`config.mk`:
```
export PLATFORM = sky130hd
export DESIGN_NAME = scandoubler_ctl
export DESIGN_NICKNAME = d
export VERILOG_FILES = /design/src/rtl/scandoubler_pkg.sv /design/src/rtl/scandoubler_port.sv /design/src/rtl/scandoubler_ctl.sv
export SDC_FILE = /design/constraint.sdc
export NUM_CORES = 1
export LEC_CHECK = 0
export ABC_AREA = 1
export CAP_MARGIN = 0
export CORE_MARGIN = 3
export CORE_UTILIZATION = 30
export CTS_BUF_LIST = sky130_fd_sc_hd__clkbuf_16
export DETAILED_ROUTE_END_ITERATION = 10
export GPL_TIMING_DRIVEN = 0
export PLACE_DENSITY = 0.56
export SLEW_MARGIN = 20
export SYNTH_ARGS = -nofsm -noshare
export SYNTH_HDL_FRONTEND = slang
export SYNTH_HIERARCHICAL = 1
export SYNTH_SLANG_ARGS = --single-unit
```
`constraint.sdc`:
```
create_clock -name clk -period 2.5 [get_ports clk]
set_input_delay 0.75 -clock clk [delete_from_list [all_inputs] [get_ports clk]]
set_output_delay 0.75 -clock clk [all_outputs]
set_load 0.02 [all_outputs]
```
`src/rtl/scandoubler_pkg.sv`:
```
// Shared definitions for the VGA scan doubler sequencer.
//   LINE_PIXELS_DEFAULT : pixels per source line
//   BANK_AW             : width of the line-RAM address counter
//   bank_e              : line-RAM bank select encoding
//   seq_state_e         : pass sequencer states (used for both write and read passes)
package scandoubler_pkg;

  localparam int LINE_PIXELS_DEFAULT = 768;
  localparam int BANK_AW             = 10;

  typedef enum logic {
    BANK0 = 1'b0,
    BANK1 = 1'b1
  } bank_e;

  typedef enum logic [1:0] {
    RD_IDLE = 2'd0,
    RD_CLR  = 2'd1,
    RD_RUN  = 2'd2,
    RD_DONE = 2'd3
  } seq_state_e;

endpackage

```
`src/rtl/scandoubler_port.sv`:
```
// One pass sequencer for a line-RAM port: a one-cycle clear, then one
// counted step per strobe until LINE_PIXELS steps have been taken.
//   clk, reset : clock, synchronous active-high reset
//   start      : begin a new pass (aborts any pass in progress)
//   step       : pixel strobe for this port
//   clr        : clear cycle of the pass (bank address counter reset)
//   running    : pass started and fewer than LINE_PIXELS steps taken;
//                a step is taken on cycles with running & step
module scandoubler_port
  import scandoubler_pkg::*;
#(
  parameter int LINE_PIXELS = LINE_PIXELS_DEFAULT
) (
  input  logic clk,
  input  logic reset,
  input  logic start,
  input  logic step,
  output logic clr,
  output logic running
);

  localparam logic [BANK_AW:0] LIMIT = LINE_PIXELS[BANK_AW:0];

  seq_state_e       state, state_nxt;
  logic [BANK_AW:0] cnt, cnt_nxt;

  always_ff @(posedge clk) begin
    if (reset) begin
      state <= RD_IDLE;
      cnt   <= '0;
    end else begin
      state <= state_nxt;
      cnt   <= cnt_nxt;
    end
  end

  always_comb begin
    state_nxt = state;
    cnt_nxt   = cnt;
    clr       = 1'b0;
    running   = 1'b0;
    unique case (state)
      RD_CLR: begin
        // a strobe landing on the clear cycle is deliberately dropped
        clr       = 1'b1;
        cnt_nxt   = '0;
        state_nxt = RD_RUN;
      end
      RD_RUN: begin
        if (cnt < LIMIT) begin
          running = 1'b1;
          if (step) cnt_nxt = cnt + 1'b1;
        end else begin
          state_nxt = RD_DONE;
        end
      end
      default: ;
    endcase
    // a new pass wins over everything and stops stepping in the same cycle
    if (start) begin
      state_nxt = RD_CLR;
      cnt_nxt   = cnt;
      running   = 1'b0;
    end
  end

endmodule

```
`src/rtl/scandoubler_ctl.sv`:
```
// Scan doubler sequencer: ping-pongs two one-line RAM banks. The bank being
// written takes the current 15 kHz source line while the other bank is read
// out twice at the 2x pixel rate.
//   clk, reset            : clock, synchronous active-high reset
//   hsync_in              : source hsync (clk-synchronous level)
//   ce_in / ce_out        : 1x source / 2x output pixel strobes
//   cewrN, wrenN, resetwrN: write counter enable, RAM write enable, counter clear
//   cerdN, resetrdN       : read counter enable, counter clear
//   rdsel                 : bank whose dout feeds VGA
//   pass                  : 0 = first read of the line, 1 = repeat
//   hsync_out, active_out : doubled hsync, valid-dout window
// All outputs are registered.
module scandoubler_ctl
  import scandoubler_pkg::*;
#(
  parameter int LINE_PIXELS   = LINE_PIXELS_DEFAULT,
  parameter int HSYNC_OUT_LEN = 56,
  parameter int PERIOD_W      = 12
) (
  input  logic clk,
  input  logic reset,
  input  logic hsync_in,
  input  logic ce_in,
  input  logic ce_out,
  output logic cewr0,
  output logic cewr1,
  output logic wren0,
  output logic wren1,
  output logic resetwr0,
  output logic resetwr1,
  output logic cerd0,
  output logic cerd1,
  output logic resetrd0,
  output logic resetrd1,
  output logic rdsel,
  output logic pass,
  output logic hsync_out,
  output logic active_out
);

  localparam int                  WR         = 0;
  localparam int                  RD         = 1;
  localparam int                  HS_W       = $clog2(HSYNC_OUT_LEN + 1);
  localparam logic [PERIOD_W-1:0] PERIOD_MAX = '1;

  logic                hs_d;
  logic                hs_rise;
  logic                seen_edge;   // a previous hs_rise exists to measure from
  bank_e               wrbank;
  logic [PERIOD_W-1:0] period_cnt;
  logic [PERIOD_W-1:0] period_prev;
  logic [PERIOD_W-1:0] half;
  logic                period_ok;
  logic                pass1_start;
  logic [HS_W-1:0]     hs_left;
  logic                act_d;

  logic [1:0] p_start, p_step, p_clr, p_run;
  logic       wr_ce, wr_adv, rd_ce;

  assign hs_rise = hsync_in & ~hs_d;
  assign half    = period_prev >> 1;

  // A saturated or zero period is not a real line; a tiny one leaves no room
  // for the repeat pass.
  assign period_ok = (period_prev != '0) && (period_prev != PERIOD_MAX) &&
                     (half >= PERIOD_W'(2));

  // hs_rise in the same cycle wins: the repeat is skipped for the new line.
  assign pass1_start = !hs_rise && !pass && period_ok && (period_cnt == half);

  assign p_start[WR] = hs_rise;
  assign p_step[WR]  = ce_in;
  assign p_start[RD] = hs_rise | pass1_start;
  assign p_step[RD]  = ce_out;

  scandoubler_port #(
    .LINE_PIXELS(LINE_PIXELS)
  ) u_port [1:0] (
    .clk    (clk),
    .reset  (reset),
    .start  (p_start),
    .step   (p_step),
    .clr    (p_clr),
    .running(p_run)
  );

  assign wr_adv = p_run[WR] & ce_in;
  assign wr_ce  = p_clr[WR] | wr_adv;
  assign rd_ce  = p_clr[RD] | (p_run[RD] & ce_out);

  always_ff @(posedge clk) begin
    if (reset) begin
      hs_d        <= 1'b0;
      seen_edge   <= 1'b0;
      wrbank      <= BANK0;
      period_cnt  <= '0;
      period_prev <= '0;
      hs_left     <= '0;
      act_d       <= 1'b0;
      cewr0       <= 1'b0;
      cewr1       <= 1'b0;
      wren0       <= 1'b0;
      wren1       <= 1'b0;
      resetwr0    <= 1'b0;
      resetwr1    <= 1'b0;
      cerd0       <= 1'b0;
      cerd1       <= 1'b0;
      resetrd0    <= 1'b0;
      resetrd1    <= 1'b0;
      rdsel       <= 1'b0;
      pass        <= 1'b0;
      hsync_out   <= 1'b0;
      active_out  <= 1'b0;
    end else begin
      hs_d <= hsync_in;

      if (hs_rise) begin
        // the interval from reset to the first edge is not a line period
        period_prev <= seen_edge ? period_cnt : '0;
        period_cnt  <= '0;
        seen_edge   <= 1'b1;
        wrbank      <= (wrbank == BANK0) ? BANK1 : BANK0;
        rdsel       <= wrbank;
        pass        <= 1'b0;
      end else begin
        if (period_cnt != PERIOD_MAX) period_cnt <= period_cnt + 1'b1;
        if (pass1_start) pass <= 1'b1;
      end

      // wrbank/rdsel have already switched by the clear cycle, so the
      // bank gating below always targets the new line's banks.
      cewr0    <= wr_ce     && (wrbank == BANK0);
      cewr1    <= wr_ce     && (wrbank == BANK1);
      wren0    <= wr_adv    && (wrbank == BANK0);
      wren1    <= wr_adv    && (wrbank == BANK1);
      resetwr0 <= p_clr[WR] && (wrbank == BANK0);
      resetwr1 <= p_clr[WR] && (wrbank == BANK1);
      cerd0    <= rd_ce     && (rdsel == BANK0);
      cerd1    <= rd_ce     && (rdsel == BANK1);
      resetrd0 <= p_clr[RD] && (rdsel == BANK0);
      resetrd1 <= p_clr[RD] && (rdsel == BANK1);

      // extra stage covers the RAM read latency
      act_d      <= p_run[RD];
      active_out <= act_d;

      // hsync_out rises with the read clear and lasts HSYNC_OUT_LEN cycles
      hsync_out <= p_clr[RD] || (hs_left != '0);
      if (p_clr[RD])           hs_left <= HS_W'(HSYNC_OUT_LEN - 1);
      else if (hs_left != '0)  hs_left <= hs_left - 1'b1;
    end
  end

endmodule

```
==> metrics, run 1 <==
TritonCTS clock tree built; largest net degree at the start of global routing 16; FF-to-FF Start period_cnt[8]; Mapped Nets between 500 and 600; YS warnings 6; hold path startpoint act_d; routed length per instance 10.5 um; RSZ-0062 raised after global routing no; number of nets still failing antenna checks after routing 0; total wire length roughly 7200 um; gr usage total 11.8%; Area contributors post-synth dfxtp_1 (42%), nand2_1 (13%), nor2_1 (11%); die extent in x 114 um; Vias/cell approximately 4.5; Main synth FF type dfxtp_1; Seq/Total Area, Yosys 42.4%; Starting Density a little under a third; Die ar. 13000 um^2; clk sinks 74; Startpoint Class primary input; Placer Congestion about 0.8; number of synthesized register bits 74; crit-path max FO 10; CTS Buf Count 9; Synth cell types 31; Worst Path Arrival 2.43 ns; Setup crit end kind flip-flop; Layout Skew 0.00462 ns; Slew Viols, Final 0; Worst Path Required 2.69 ns; post-route setup slack about 0.26 ns; fmax 447 MHz; DRT Pass-1 Iters 4; Peak supply drop 0.330 mV; total number of vias 3038; Iteration-0 DRC Markers ~190; first-pass GRT wire length between 10000 and 15000 um; top cell type's share of synthesized area a little over two fifths; max cap viols 0; worst slew pin tran a little over 0.6 ns; PD cells 703 nW/um^2; number of synthesized flops with an enable pin 0; Clock Pin Slew Worst Setup and Hold Paths 0.06 ns; Lkg Pwr 1.80 nW; Setup crit start hsync_in; Final min period approximately 2.2 ns; Hold WC Path Type flip-flop to flip-flop; root cell of the clock tree clkbuf_16; Final Non-Filler Cells around 680; most numerous cell in the Yosys netlist nand2_1; # diodes 0; antenna violations before repair 0; I/O pins 19; Mapped Cells slightly above 500; placed cell count ~660; HPWL after DPL 5430 um; asr flop ratio synth 0%; Mean Syn Cell Area 6.90 um^2; H-Tree Depth 3; row count 38; Fin. Hold Viols 0; final period utilization 89.6%; Syn Std Cell Area 3490 um^2; Synth top cells by count nand2_1 (119), nor2_1 (100), inv_1 (77), dfxtp_1 (74), nand3_1 (22); # DRC 0; WS Path Type primary input to flip-flop; largest area contributor in the netlist dfxtp_1; I/O Buffers 18; Setup Viol. Count Final 0; share of cells above drive strength 1 9.78%; Remaining Overflow, GRT 0; Slew headroom 59.6%; Place WS -0.589 ns; Fin Hold WS 0.404 ns; Area Growth Syn to Fin 19.9%; core area 11100 um^2; latest clock arrival within the worst-skew pair 0.33 ns; die height 114 um; CTS Buffer Depth 2; Layout Nets approximately 550; outcome complete, no violations; vias in the first global route 2775
## what timing repair did
action | 4_1_cts | 5_1_grt
endpoints found under the hold margin | 0 | 0
pin swaps | 0 | 2
cloned | 0 | 0
endpoints found under the setup margin | 13 | 13
setup buffers | 0 | 2
hold buffers | 0 | 0
resized for setup | 3 | 5
## stage by stage
step	TNS (ns)	area, um^2	power [mW]	utilization (%)
after floorplan	0	3490	1.59	-
after global placement	-8.46	3850	1.69	34.6
after detailed placement	-8.59	3850	1.69	34.6
after CTS	0	4150	2.99	37.3
after global routing	0	4190	3.11	37.6
final	0	4190	2.95	37.6
## cell usage in the layout (no fill, tap or decap), types with 4 or more instances in the layout
cell             instances
a21oi_1                 16
nand2_4                  6
clkdlybuf4s50_1         18
dfxtp_1                 74
nand3_1                 22
o21ai_1                  5
xnor2_1                  7
nand2_1                119
nor3_1                   5
clkbuf_16                9
nor2_1                  99
nand4_1                 10
inv_2                    5
a21oi_2                  5
o22ai_1                  9
o21ai_2                  4
ha_1                     4
o21ai_0                 12
inv_1                   76
nand2_2                  6
## registers in the layout, indices dropped and copies added, names as in the netlist, 4 cells and up
signal        cells
hs_left           6
period_cnt       12
period_prev      12
u_port/cnt       22
u_port/state      4
## layout make-up
cell class / instances / area [um^2]
tap: 140 / 175
fill: 1187 / 6940
sequential: 74 / 1480
buffer: 4 / 26.3
clock inverter: 7 / 67.6
clock buffer: 9 / 225
multi-input combinational: 345 / 1700
inverter: 83 / 319
timing repair buffer: 20 / 195
## layer usage
| layer | share of wire (%) | up-vias | global-route usage [%] |
|---|---|---|---|
| met2 | 46 | 38 | 19.5 |
| met1 | 49 | 1349 | 14.8 |
| li1 | - | 1641 | - |
| met5 | 0 | - | 0 |
| met4 | 1.5 | 0 | 4.51 |
| met3 | 3.2 | 10 | 3.02 |
## report_power, final
part | total (mW) | internal (mW) | switching, mW
logic | 0.392 | 0.148 | 0.245
clock network | 1.27 | 0.770 | 0.499
registers | 1.28 | 1.24 | 0.0395
## path summary, 6_finish.rpt
kind	to	cells past startpoint	slack, ns
max	u_port[1]/cnt[2]	15	0.26
min	active_out	2	0.40
max reg2reg	u_port[1]/cnt[2]	14	0.69
min reg2reg	active_out	2	0.40
## cell families after synthesis
kind of cell	after synthesis	synth area share, %
simple gates	275	34.4
flops	74	42.4
compound gates	57	9.63
fa+ha+maj	4	1.43
xor+xnor	9	2.26
buf+inv	87	9.89
## critical path: stages
cell	delay [ns]
clkdlybuf4s50_1	0.42
inv_2	0.10
nor2_4	0.06
nor2_1	0.08
nand2_1	0.06
nor2_1	0.10
nand2_1	0.11
o21ai_4	0.19
nor2_1	0.06
nand2_1	0.11
nand2_4	0.12
nand2_8	0.11
inv_2	0.05
nand2_1	0.07
a21oi_2	0.05
Power figures use the tool's default switching activity.
==> run 2: changes to the inputs <==
clock period = 2.69 ns   (was 2.5 ns; I/O delays follow)
==> run 2 against run 1 <==
  * Clock power shrank 7%
  * Utilization fell by 0.21 points
  * Setup slack better by 0.021 ns
  * Sequential cell count is the same
  * Wire length is 0.32% higher
  * Critical endpoint unchanged
  * Largest power group unchanged
==> metrics, run 2 (synthesized netlist as in run 1, its figures left out) <==
Iteration-0 DRC Markers between 100 and 150; Lkg Pwr 1.79 nW; latest clock arrival within the worst-skew pair between 0.3 and 0.4 ns; die extent in x ~110 um; commonest non-fill, non-tap cell in the layout nand2_1; Worst Path Arrival 2.60 ns; CP max stage delay 0.41 ns; crit-path max FO 10; Biggest register u_port/cnt; number of nets still failing antenna checks after routing 0; Worst Path Required 2.88 ns; Slew Viols, Final 0; Starting Density between 30% and 40%; Setup crit end kind flip-flop; CP max stage cell clkdlybuf4s50_1; Largest delay share family, worst path simple AND/OR/NAND/NOR gates; total number of vias 3047; PD cells between 600 and 700 nW/um^2; Setup Viol. Count Final 0; CTS Buffer Depth 2; Placer Congestion 0.809; WS Path Type primary input to flip-flop; most frequent cells in the layout nand2_1 (119), nor2_1 (99), inv_1 (77); fmax around 420 MHz; HPWL after DPL 5430 um; RSZ-0062 raised after global routing no; Final min period 2.41 ns; hold-fix buffers at CTS 0; first-pass GRT wire length 12400 um; placed cell count ~660; Slew headroom ~60%; Hold WC Path Type flip-flop to flip-flop; Area Growth Syn to Fin 19.2%; max reg flops 22; root cell of the clock tree clkbuf_16; final period utilization between 80% and 90%; I/O Buffers 18; TritonCTS clock tree built; FF-to-FF Start period_cnt[5]; # DRC 0; Worst Path Buf+Inv 3; outcome complete, no violations; Layout Skew 0.00516 ns; die height 114 um; Hold Path Sink active_out; routed length per instance 10.6 um; CP cell instances clkdlybuf4s50_1 > inv_1 > nor2_4 > nor2_1 > nand2_1 > nor2_1 > nand2_1 > o21ai_4 > nor2_1 > nand2_1 > nand2_4 > nand2_4 > inv_2 > nand2_1 > a21oi_2; vias in the first global route 2775; gr usage total 11.8%; row count 38; core area 11100 um^2; antenna violations before repair 0; hold path startpoint act_d; Layout Nets 544; r2r worst-path depth 14; final-layout fill cell count 1194; post-route cell area 4160 um^2; share of cells above drive strength 1 9.26%; post-layout util 37.4%; RR Endpoint u_port[1]/cnt[2]; Crit path top cell by count nand2_1; Startpoint Class primary input; Die ar. approximately 13000 um^2; Vias/cell 4.48; total wire length 7180 um; I/O pins 19; Peak supply drop 0.306 mV; Fin. Hold Viols 0; dpl cell area 3850 um^2; hold depth 2; CTS Buf Count 9; # diodes 0; R2R Setup Slk about 0.83 ns; H-Tree Depth 3; worst slew pin tran 0.615 ns; DRT Pass-1 Iters 4; largest net degree at the start of global routing 16; Remaining Overflow, GRT 0; clk sinks 74; Top Registers u_port/cnt: 22 flops, period_cnt: 12 flops, period_prev: 12 flops; Clock Pin Slew Worst Setup and Hold Paths 0.06 ns; setup TNS 0 ns; Final Non-Filler Cells 680; max cap viols 0
-- run 2: cell count changes in the layout (fill, tap and decap cells not counted) --
cell     before  now
buf_4         2    0
inv_2         5    4
nand2_8       1    0
nand2_4       6    7
inv_1        76   77
-- run 2: timing repair --
item | 4_1_cts | 5_1_grt
resized for setup | 1 | 5
setup buffers | 0 | 0
setup endpoints to repair | 9 | 13
-- run 2: routing by layer --
metal | track usage [%] | part of all wire (%)
met1 | 14.8 | 47
met2 | 19.5 | 47
met3 | 3.02 | 4.4
met4 | 4.51 | 1.4
met5 | 0 | 0
-- run 2: area by class of cell --
cell class	instances	area, um^2	share of cell area [%]
tap	140	175	4.21
timing repair buffer	18	180	4.33
buffer	4	26.3	0.631
sequential	74	1480	35.6
clock buffer	9	225	5.41
inverter	83	319	7.66
clock inverter	7	67.6	1.62
multi-input combinational	345	1690	40.6
-- run 2: worst reg2reg max path: cells and delay by family, from the launching register on --
| kind | cells | cell delay, ns |
|---|---|---|
| AO/OA/AOI/OAI | 2 | 0.26 |
| buffers and inverters | 2 | 0.25 |
| flip-flops | 1 | 0.34 |
| AND/OR/NAND/NOR | 10 | 0.87 |
-- run 2: power by group --
group	switching [mW]	internal [mW]	total [mW]
logic	0.226	0.134	0.361
clock network	0.462	0.716	1.18
registers	0.0368	1.16	1.19
-- run 2: per-stage QoR --
step           worst slack (ns)  power, mW  hold slack [ns]
2_1_floorplan             0.444       1.48            0.388
3_3_place_gp             -0.466       1.57            0.393
3_5_place_dp             -0.456       1.57            0.398
4_1_cts                  0.0357       2.77            0.406
5_1_grt                  0.0313       2.88            0.448
6_report                  0.282       2.73            0.404
-- run 2: worst max path at each step --
| stage | startpoint | to | cells after the start |
|---|---|---|---|
| CTS | hsync_in | cerd0 | 12 |
| floorplan | hsync_in | cerd0 | 14 |
| finish | hsync_in | u_port[1]/cnt[2] | 15 |
| global route | hsync_in | u_port[1]/cnt[1] | 15 |
| global placement | hsync_in | cerd0 | 15 |
| detailed placement | hsync_in | cerd0 | 15 |
==> run 3: changes to the inputs <==
PLACE_DENSITY = 0.53   (was 0.56)
clock period = 2.6 ns   (was 2.69 ns; I/O delays follow)
==> run 3 against run 2 <==
  * Clock skew shrank 0.0014 ns
  * First-iteration DRC count shrank 23%
  * Die area is the same
  * Critical path depth is the same
  * Clock-buffer cell count is the same
  * Sequential power grew 3%
  * Power grew 2.9%
  * Setup slack lost 0.015 ns
  * Non-clock buffer count grew 2
  * Combinational power grew 5%
==> metrics, run 3 (synthesized netlist as in run 1, its figures left out) <==
outcome complete, no violations; Top Registers u_port/cnt: 22 flops, period_cnt: 12 flops, period_prev: 12 flops; Vias/cell between 4 and 5; share of cells above drive strength 1 9.61%; worst slew pin tran 0.621 ns; Layout Nets 546; # DRC 0; Hold WC Path Type flip-flop to flip-flop; PD cells 674 nW/um^2; first-pass GRT wire length 12900 um; max reg flops 22; gr usage total about an eighth; post-route cell area 4170 um^2; Remaining Overflow, GRT 0; total number of vias 3038; Setup crit end kind flip-flop; WS Path Type primary input to flip-flop; row count 38; FF-to-FF Start period_cnt[4]; RSZ-0062 raised after global routing no; r2r worst-path depth 14; Setup crit start hsync_in; busiest grt layer met2; Setup Viol. Count Final 0; switching power total 0.742 mW; sequential fraction of design power 43.9%; Layout Skew between 0.003 and 0.004 ns; core area around 11000 um^2; Slew headroom 58.5%; Worst Path Required 2.80 ns; HPWL after DPL 5440 um; RR Endpoint u_port[1]/cnt[2]; Startpoint Class primary input; vias in the first global route about 2900; dpl cell area ~3800 um^2; antenna violations before repair 0; routing usage on met1 15.6%; most frequent cells in the layout nand2_1 (119), nor2_1 (99), inv_1 (77); M2 GR Usage 19.9%; Peak supply drop 0.387 mV; CTS Buffer Depth 2; hold path startpoint act_d; Iteration-0 DRC Markers 115; Crit path top cell by count nand2_1; Final min period 2.33 ns; CP max stage delay 0.44 ns; Slew Viols, Final 0; Switching Share 26.4%; Worst Path Arrival 2.53 ns; Fin. Hold Viols 0; crit-path max FO 10; routed length per instance 10.9 um; # diodes 0; TritonCTS clock tree built; final period utilization 89.7%; Gate power share 13.5%; Lkg Pwr 1.80 nW; CTS Buf Count 9; Die ar. 13000 um^2; total power 2.81 mW; die height 114 um; final-layout fill cell count 1214; Starting Density 31.4%; I/O Buffers 18; Area Growth Syn to Fin 19.4%; die extent in x 114 um; Biggest register u_port/cnt; commonest non-fill, non-tap cell in the layout nand2_1; max cap viols 0; CP endpoint u_port[1]/cnt[2]; I/O pins 19; clk sinks 74; clock share of power roughly 43%; largest net degree at the start of global routing 16; Pint 2.07 mW; number of nets still failing antenna checks after routing 0; latest clock arrival within the worst-skew pair 0.33 ns; Placer Congestion 0.796; CP cell instances clkdlybuf4s50_1 > inv_1 > nor2_4 > nor2_1 > nand2_1 > nor2_1 > nand2_1 > o21ai_4 > nor2_1 > nand2_1 > nand2_4 > nand2_4 > inv_2 > nand2_1 > a21oi_2; met3 Use GR under 10%; Clock Pin Slew Worst Setup and Hold Paths 0.06 ns; register area 1480 um^2; DRT Pass-1 Iters 4; post-layout util 37.5%; CP max stage cell clkdlybuf4s50_1; fmax 429 MHz; total wire length 7440 um; root cell of the clock tree clkbuf_16; footprint of the multi-input gates about 1700 um^2; R2R Setup Slk 0.75 ns; H-Tree Depth 3
==> run 3: changes by cell type in the layout (fill, tap and decap cells not counted) <==
cell	change
inv_6	-2
buf_4	+2
clkinv_1	-1
clkinvlp_4	+1
clkinv_2	+1
==> run 3: worst min-delay path by stage <==
stage	cells after the start	endpoint
2_1_floorplan	2	active_out
3_3_place_gp	2	active_out
3_5_place_dp	2	active_out
4_1_cts	2	active_out
5_1_grt	2	active_out
6_report	2	active_out
==> run 3: layout make-up <==
cell class                      instances  area share (%)
Buffer                                  4           0.630
Clock buffer                            9            5.40
Clock inverter                          6            1.41
Inverter                               83            7.65
Multi-Input combinational cell        345            40.5
Sequential cell                        74            35.5
Tap cell                              140            4.20
Timing Repair Buffer                   20            4.68
==> run 3: critical path, delay by kind of cell <==
family,cells,cell delay (ns)
AOI/OAI and AO/OA,2,0.24
buffers and inverters,3,0.62
and+or+nand+nor,10,0.89
==> run 3: metrics by stage <==
stage          instances  setup WS [ns]  hold slack [ns]  setup TNS, ns
6_report             681          0.267            0.410              0
5_1_grt              681         0.0191            0.430              0
4_1_cts              679         0.0436            0.416              0
3_5_place_dp         664         -0.564            0.406          -7.88
3_3_place_gp         664         -0.532            0.408          -7.27
2_1_floorplan        506          0.381            0.388              0
==> run 3: metal layers <==
layer  vias to the layer above  part of all wire [%]
met5                         -                     0
met4                         0                   1.5
met3                        10                   3.2
met2                        29                    46
met1                      1354                    49
li1                       1645                     -
==> run 3: power groups by stage <==
stage / clock network (mW) / logic, mW / registers [mW]
finish: 1.20 / 0.379 / 1.23
global route: 1.28 / 0.438 / 1.24
CTS: 1.25 / 0.376 / 1.23
detailed placement: 0 / 0.373 / 1.26
global placement: 0 / 0.365 / 1.26
floorplan: 0 / 0.268 / 1.26
==> run 3: timing repair <==
| item | 4_1_cts | 5_1_grt |
|---|---|---|
| setup endpoints to repair | 13 | 14 |
| resized for setup | 2 | 4 |
| pin swaps | 0 | 2 |
| hold buffers | 0 | 0 |
| gates cloned | 0 | 0 |
| buffers inserted | 0 | 2 |
